**src/rtl/flexible_clock_bank_if.sv**
```systemverilog
// Divider-bank control/status bundle: per-channel enables, divisor write port and
// the divided clock, tick and pending outputs.
interface flexible_clock_bank_if #(
  parameter int NUM_CH = 4,
  parameter int WIDTH  = 32
);
  logic [NUM_CH-1:0] ch_enable;
  logic              sync_restart;
  logic              wr_en;
  logic [3:0]        wr_ch;
  logic [WIDTH-1:0]  wr_data;
  logic [NUM_CH-1:0] clk_out;
  logic [NUM_CH-1:0] tick_out;
  logic [NUM_CH-1:0] pending;

  modport master (
    output ch_enable, sync_restart, wr_en, wr_ch, wr_data,
    input  clk_out, tick_out, pending
  );

  modport slave (
    input  ch_enable, sync_restart, wr_en, wr_ch, wr_data,
    output clk_out, tick_out, pending
  );
endinterface

```
**src/rtl/flexible_clock_bank.sv**
```systemverilog
// Bank of runtime-programmable 50%-duty clock dividers, clk_out = clk / (2*(M+1)).
// Define FLEX_CLK_TICK_EN to drive tick_out; otherwise tick_out is tied low.
module flexible_clock_bank #(
  parameter int          NUM_CH    = 4,
  parameter int          WIDTH     = 32,
  parameter int unsigned DEFAULT_M = 0
) (
  input logic                   basys_clock,
  input logic                   reset,
  flexible_clock_bank_if.slave  bus
);

  logic [NUM_CH-1:0] clk_vec;
  logic [NUM_CH-1:0] pend_vec;
`ifdef FLEX_CLK_TICK_EN
  logic [NUM_CH-1:0] tick_vec;
`endif

  for (genvar g = 0; g < NUM_CH; g++) begin : g_ch
    logic [WIDTH-1:0] cnt_q, cnt_d;
    logic [WIDTH-1:0] m_act_q, m_act_d;
    logic [WIDTH-1:0] m_pend_q, m_pend_d;
    logic             pend_q, pend_d;
    logic             clk_q, clk_d;
    logic             wr_hit;
    logic             boundary;

    // Channel indices above NUM_CH-1 never match, so stray writes are dropped.
    assign wr_hit   = bus.wr_en && (bus.wr_ch == 4'(g));
    assign boundary = (cnt_q == m_act_q);

    always_comb begin
      // NOTE: every next-state signal gets a default first so no path infers a latch.
      cnt_d    = cnt_q;
      m_act_d  = m_act_q;
      m_pend_d = m_pend_q;
      pend_d   = pend_q;
      clk_d    = clk_q;

      if (bus.sync_restart) begin
        cnt_d   = '0;
        clk_d   = 1'b0;
        pend_d  = 1'b0;
        m_act_d = wr_hit ? bus.wr_data : (pend_q ? m_pend_q : m_act_q);
      end else if (!bus.ch_enable[g]) begin
        if (wr_hit) begin
          m_act_d = bus.wr_data;
          cnt_d   = '0;
          pend_d  = 1'b0;
        end
      end else if (boundary) begin
        // A write landing on the boundary takes effect for the very next half-period.
        cnt_d   = '0;
        clk_d   = ~clk_q;
        pend_d  = 1'b0;
        m_act_d = wr_hit ? bus.wr_data : (pend_q ? m_pend_q : m_act_q);
      end else begin
        cnt_d = cnt_q + WIDTH'(1);
        if (wr_hit) begin
          m_pend_d = bus.wr_data;
          pend_d   = 1'b1;
        end
      end
    end

    always_ff @(posedge basys_clock) begin
      // NOTE: state registers use non-blocking assignments so all channels update together.
      if (reset) begin
        cnt_q   <= '0;
        m_act_q <= WIDTH'(DEFAULT_M);
        pend_q  <= 1'b0;
        clk_q   <= 1'b0;
      end else begin
        cnt_q   <= cnt_d;
        m_act_q <= m_act_d;
        pend_q  <= pend_d;
        clk_q   <= clk_d;
      end
    end

    // NOTE: the staged divisor needs no reset; it is only consumed while pend_q is set.
    always_ff @(posedge basys_clock) begin
      m_pend_q <= m_pend_d;
    end

`ifdef FLEX_CLK_TICK_EN
    logic tick_q;

    always_ff @(posedge basys_clock) begin
      if (reset) begin
        tick_q <= 1'b0;
      end else begin
        tick_q <= !bus.sync_restart && bus.ch_enable[g] && boundary;
      end
    end

    assign tick_vec[g] = tick_q;
`endif

    assign clk_vec[g]  = clk_q;
    assign pend_vec[g] = pend_q;
  end

  assign bus.clk_out = clk_vec;
  assign bus.pending = pend_vec;
`ifdef FLEX_CLK_TICK_EN
  assign bus.tick_out = tick_vec;
`else
  assign bus.tick_out = '0;
`endif

endmodule
```
**src/flat_wrapper.sv**
```systemverilog
// flat-port wrapper written by rule: the top's interface ports become plain ports
module flexible_clock_bank_flat 
#(
  parameter int          NUM_CH    = 4,
  parameter int          WIDTH     = 32,
  parameter int unsigned DEFAULT_M = 0
)
  (basys_clock, reset, bus_ch_enable, bus_sync_restart, bus_wr_en, bus_wr_ch, bus_wr_data, bus_clk_out, bus_tick_out, bus_pending);
  flexible_clock_bank_if #(.NUM_CH(NUM_CH), .WIDTH(WIDTH)) bus_i ();
  input logic basys_clock;
  input logic reset;
  input wire logic [$bits(bus_i.ch_enable)-1:0] bus_ch_enable;
  input wire logic [$bits(bus_i.sync_restart)-1:0] bus_sync_restart;
  input wire logic [$bits(bus_i.wr_en)-1:0] bus_wr_en;
  input wire logic [$bits(bus_i.wr_ch)-1:0] bus_wr_ch;
  input wire logic [$bits(bus_i.wr_data)-1:0] bus_wr_data;
  output wire logic [$bits(bus_i.clk_out)-1:0] bus_clk_out;
  output wire logic [$bits(bus_i.tick_out)-1:0] bus_tick_out;
  output wire logic [$bits(bus_i.pending)-1:0] bus_pending;
  assign bus_i.ch_enable = bus_ch_enable;
  assign bus_i.sync_restart = bus_sync_restart;
  assign bus_i.wr_en = bus_wr_en;
  assign bus_i.wr_ch = bus_wr_ch;
  assign bus_i.wr_data = bus_wr_data;
  assign bus_clk_out = bus_i.clk_out;
  assign bus_tick_out = bus_i.tick_out;
  assign bus_pending = bus_i.pending;
  flexible_clock_bank #(.NUM_CH(NUM_CH), .WIDTH(WIDTH), .DEFAULT_M(DEFAULT_M)) u_core (.basys_clock(basys_clock), .reset(reset), .bus(bus_i));
endmodule
```
**config.mk**
```make
export PLATFORM = sky130hd
export DESIGN_NAME = flexible_clock_bank_flat
export DESIGN_NICKNAME = d
export VERILOG_FILES = /design/src/rtl/flexible_clock_bank_if.sv /design/src/rtl/flexible_clock_bank.sv /design/src/flat_wrapper.sv
export SDC_FILE = /design/constraint.sdc
export NUM_CORES = 1
export LEC_CHECK = 0
export ABC_AREA = 1
export CORE_ASPECT_RATIO = 1.4
export CORE_MARGIN = 5
export CORE_UTILIZATION = 63
export DETAILED_ROUTE_END_ITERATION = 7
export PLACE_DENSITY = 0.81
export SYNTH_ARGS = -nofsm -noshare
export SYNTH_HDL_FRONTEND = slang
export SYNTH_SLANG_ARGS = --single-unit
```
**constraint.sdc**
```tcl
create_clock -name basys_clock -period 4.2 [get_ports basys_clock]
set_input_delay 1.26 -clock basys_clock [delete_from_list [all_inputs] [get_ports basys_clock]]
set_output_delay 1.26 -clock basys_clock [all_outputs]
set_load 0.03 [all_outputs]
```
# Word level (Yosys, flattened, before mapping)
# Index checks and enable logic that the tools add are counted.
# W data, S select, Z words.
# op_classes
n_addsub	4
eq_ne	11
mux	52
bitwise_logic	9
n_reduce_logical	34
# op_table
op	n
$mux W32	36
$add A32 B1 Y32 const B	4
$eq A32 B32 Y1	4
$reduce_and A2 Y1	12
$mux W1	16
$reduce_and A4 Y1	4
$reduce_bool A2 Y1	8
$ne A3 B1 Y1 const B	4
$reduce_bool A3 Y1	4
$not A1 Y1	9
$eq A4 B2 Y1 const B	2
$eq A4 B1 Y1 const B	1
$logic_and A1 B1 Y1	4
$logic_not A4 Y1	1
$reduce_or A2 Y1	1
# word_totals
regBits	392
input_bits	44
word_cells	130

# Depth between registers and ports, before layout
# logic_depth
ltp_word	6
depth_mapped	15

# Least setup slack after synthesis
# Ideal clock, no wire load.
# synth_path
kind	input port to flip-flop
startpoint	in bus_ch_enable[2]
endpoint	reg u_core.g_ch[2].m_pend_q[0], enable pin
arrival_ps	3428
path_slack_ps	351
stages	7
path_cell_list	clkbuf_1 -> inv_1 -> nor2_1 -> nand2_2 -> buf_6 -> buf_6 -> nor2_1
# synth_via
elab_chain_cells	1
# synth_lines
element	line	rtl
start: declaration	flat_wrapper.sv:12	input wire logic [$bits(bus_i.ch_enable)-1:0] bus_ch_enable;
$reduce_and A4 Y1 (no line)	-	
end signal: assignment	flexible_clock_bank.sv:83	m_pend_q <= m_pend_d;
end: declaration	flexible_clock_bank.sv:22	logic [WIDTH-1:0] m_pend_q, m_pend_d;
# Every way passes these cells.
# A chain may end at the register's enable or synchronous reset.

# Worst setup path after layout
# layout_path
startpoint	in bus_wr_ch[3]
endpoint	reg u_core.g_ch[3].m_act_q[0]
# layout_via
elab_chain_cells	6
word_cells_on_any_way	8
# layout_lines
element	line	rtl
start: declaration	flat_wrapper.sv:15	input wire logic [$bits(bus_i.wr_ch)-1:0] bus_wr_ch;
$eq A4 B2 Y1 (*)	flexible_clock_bank.sv:29	assign wr_hit = bus.wr_en && (bus.wr_ch == 4'(g));
$logic_and A1 B1 Y1 (*)	flexible_clock_bank.sv:29	
$mux W32	flexible_clock_bank.sv:44, flexible_clock_bank.sv:56	
$mux W32	flexible_clock_bank.sv:51	end else if (boundary) begin
$mux W32	flexible_clock_bank.sv:45	end else if (!bus.ch_enable[g]) begin
$mux W32	flexible_clock_bank.sv:40	if (bus.sync_restart) begin
end signal: assignment	flexible_clock_bank.sv:70	m_act_q <= WIDTH'(DEFAULT_M);
end signal: assignment	flexible_clock_bank.sv:75	m_act_q <= m_act_d;
end: declaration	flexible_clock_bank.sv:21	logic [WIDTH-1:0] m_act_q, m_act_d;
# Every way passes the cells marked *; elsewhere a longest branch is shown, timed or not. The select of a mux whose other input is x is not followed.

==> results.json <==
{
  "async_reset_ff_frac": 0,
  "clk_latency_ns": 0.56,
  "comb_power_share": 0.115,
  "die_h_microns": 232,
  "ir_drop_mv": 0.276,
  "p_sw_mw": 2.37,
  "hold_buffers": 0,
  "timing.critical_path.from_type": "input pin",
  "synth_compound_area_frac": 0.116,
  "root_buffer": "clkbuf_16",
  "slew_violations": 0,
  "slowest_delay_ns": 0.41,
  "ant_nets": 0,
  "fin_setup_tns_ns": 0,
  "fin_crit_ns": 3.28,
  "synth_cell_type_count": 36,
  "crit_fanout": 37,
  "diodes": 0,
  "hpwlAfterDp_microns": 42000,
  "grt_pass1_wl_microns": 99500,
  "cts_tree": "yes",
  "dp_slack_ns": 0.469,
  "hold_path.class": "flip-flop to flip-flop",
  "synth_xor_area_frac": 0.0625,
  "yosysWarnings": 0,
  "fin_nets": 3148,
  "htreeDepth": 2,
  "rsz0062_at_grt": "no",
  "coreArea_sq_mm": 0.0349,
  "gp_congestion": 0.922,
  "track_usage": 0.310,
  "setup_ws_ns": 0.921,
  "worstMarginPinSlew_ns": 0.885,
  "yosys-top-cells-area": "dfxtp_1 24%, edfxtp_1 17%, nand2_1 13%",
  "drcViolationCount": 0,
  "grt-ovfl-total": 0,
  "syn2layout_area_growth_pct": 8.45,
  "netlist_area_sq_mm": 0.0221,
  "internal_power_mw": 6.74,
  "path_class": "input pin to flip-flop",
  "synth_flop_cell": "dfxtp_1",
  "cpLargestDelayFamily": "simple AND/OR/NAND/NOR gates",
  "cts_sinks": 392,
  "rows": 81,
  "path_clk_slew_ns": 0.06,
  "synth-simple-area-share": 0.312,
  "power_leakage_nw": 9.04,
  "synth_top_cell_area_share": 0.239,
  "vias": 21100,
  "slew_headroom": 0.406,
  "cts_setup_buffers": 0,
  "cts_inserted_buffers": 41,
  "drtIter0Drc": 2247,
  "antenna_found_initial": 0,
  "fin_skew_ns": 0.0267,
  "fp.dieArea_sq_mm": 0.0390,
  "synth_edf_count": 128,
  "switching_share": 0.260,
  "final_layout_size_suffix_gt1_frac": 0.0479,
  "routed_via_density": 5.89,
  "synthAdderAreaFrac": 0.00226,
  "pwr-share-seq": 0.459,
  "slowest_stage": "clkdlybuf4s50_1",
  "synth_commonest_cells": "789 x nand2_1, 469 x nor2_1, 278 x a21oi_1",
  "dpl.cell_count": 3513,
  "fmaxAchievable_mhz": 305,
  "finalSetupViolations": 0,
  "wire_per_inst_microns": 17.5,
  "critPathRequiredTime_ns": 4.64,
  "port_buffers": 51,
  "synth_seq_cells": 392,
  "chipWidth_microns": 168,
  "synth.mux.area_fraction": 0.00588,
  "yosysMostFrequentCell": "nand2_1",
  "cts_resized": 0,
  "nFillCells": 2981,
  "pin_count": 56,
  "start_util": 0.635,
  "synth_top_family_by_area": "simple AND/OR/NAND/NOR gates",
  "grt_pass1_vias": 19300,
  "cp.buffers_inverters": 3,
  "hold_viol": 0,
  "drt-pass1-iter-count": 6,
  "yosys.area.top_type": "dfxtp_1",
  "p_clk_frac": 0.426,
  "crit_path_frequent_cell": "nand2_1",
  "p_per_area_mw_per_mm2": 379,
  "wirelength_microns": 62700,
  "synth_cells": 3158,
  "crit_path_cell_trace": "clkdlybuf4s50_1 > nor2_2 > nand4_1 > nand2_1 > inv_1 > nand2_2 > buf_12 > nand3_1 > nand2_1 > nor2_1",
  "cp-end-kind": "flip-flop",
  "layoutNonFillerInstCount": 3589,
  "synth.avg_cell_area_sq_um": 7.01,
  "fin_util": 0.689,
  "clock_path_buffers": 3,
  "cp.arrival_ns": 3.71,
  "yosysSeqAreaShare": 0.412,
  "grt_max_degree": 97,
  "finalCritPeriodShare": 0.781,
  "cap_viol_max_count": 0,
  "status": "completed"
}
-- logic make-up (layout without fill, tap and decap cells) --
family | Yosys count | count (layout)
buffers and inverters | 444 | 416
AND/OR/NAND/NOR | 1667 | 1667
other | 1 | 4
multiplexers | 13 | 13
adder cells (fa/ha/maj) | 4 | 4
flip-flops | 392 | 392
AO/OA/AOI/OAI | 479 | 479
XOR/XNOR | 158 | 158
-- flip-flops by register name, indices dropped and copies added, names as in the netlist --
| signal | count |
|---|---|
| u_core.g_ch.m_act_q | 128 |
| u_core.g_ch.pend_q | 4 |
| u_core.g_ch.m_pend_q | 128 |
| u_core.g_ch.cnt_q | 128 |
| u_core.g_ch.clk_q | 4 |
-- placed cells by master, fill, tap and decap left out, types with 2 or more instances in the layout --
master,netlist,final
clkdlybuf4s50_1,0,51
xor2_1,46,46
inv_1,237,235
buf_4,19,33
conb_1,1,4
mux2i_1,13,13
nand3_1,268,268
inv_2,10,10
o21bai_1,4,4
clkinv_1,3,5
o211ai_1,14,14
xnor2_1,112,112
nand2_2,6,11
clkbuf_16,0,43
nor2_2,11,16
inv_6,0,2
o21ai_1,6,6
o31ai_1,46,46
clkbuf_1,72,9
nand2_1,789,784
o21ai_0,129,129
clkbuf_8,0,3
clkinvlp_4,0,3
and3_1,2,2
nor2_1,469,464
ha_1,4,4
clkinv_2,0,9
buf_12,0,6
nand3b_1,6,6
dfxtp_1,264,264
a21oi_1,278,278
or2_2,4,4
nor3_1,43,43
nand4_1,67,67
bufinv_16,0,6
edfxtp_1,128,128
-- final timing paths --
path	startpoint	end	slack (ns)	cells after the start
worst min register to register	u_core.g_ch[2].cnt_q[19]$_SDFFE_PP0P_	u_core.g_ch[2].cnt_q[19]$_SDFFE_PP0P_	0.51	2
worst max register to register	u_core.g_ch[1].cnt_q[5]$_SDFFE_PP0P_	u_core.g_ch[1].m_act_q[4]$_SDFFE_PP0P_	1.34	11
worst max-delay path	bus_wr_ch[3]	u_core.g_ch[3].m_act_q[0]$_SDFFE_PP0P_	0.92	10
worst min-delay path	u_core.g_ch[2].cnt_q[19]$_SDFFE_PP0P_	u_core.g_ch[2].cnt_q[19]$_SDFFE_PP0P_	0.51	2
-- through the flow --
stage | power [mW] | instance area, sq um | hold slack, ns
2_1_floorplan | 4.98 | 22200 | 0.472
3_3_place_gp | 5.23 | 22600 | 0.484
3_5_place_dp | 5.28 | 22600 | 0.490
4_1_cts | 9.12 | 24000 | 0.502
5_1_grt | 9.42 | 24000 | 0.527
6_report | 9.11 | 24000 | 0.508
-- power by group through the flow --
stage | registers, mW | clock network, mW | logic, mW
CTS | 4.17 | 3.91 | 1.04
global placement | 4.25 | 0 | 0.987
detailed placement | 4.25 | 0 | 1.03
floorplan | 4.20 | 0 | 0.779
finish | 4.18 | 3.88 | 1.05
global route | 4.19 | 4.05 | 1.18
-- layer usage --
layer	vias to the layer above	GRT usage	part of all wire
met1	9781	0.397	0.39
met5	-	0	0
met3	191	0.0424	0.084
met2	1005	0.513	0.47
met4	0	0.157	0.055
li1	10200	-	-
-- tightest hold or removal path: cells and delay by family (launching register included) --
family | cells | cell delay, ns
AOI/OAI and AO/OA | 1 | 0.06
and+or+nand+nor | 1 | 0.07
DFF | 1 | 0.34
-- layout make-up --
cell class | count | area (sq um) | area share
Clock buffer | 56 | 1160 | 0.0481
Clock inverter | 20 | 263 | 0.0109
Inverter | 250 | 941 | 0.0392
Multi-Input combinational cell | 2325 | 11100 | 0.461
Sequential cell | 392 | 9130 | 0.380
Tap cell | 456 | 571 | 0.0238
Timing Repair Buffer | 90 | 878 | 0.0366
Power figures use the tool's default switching activity.
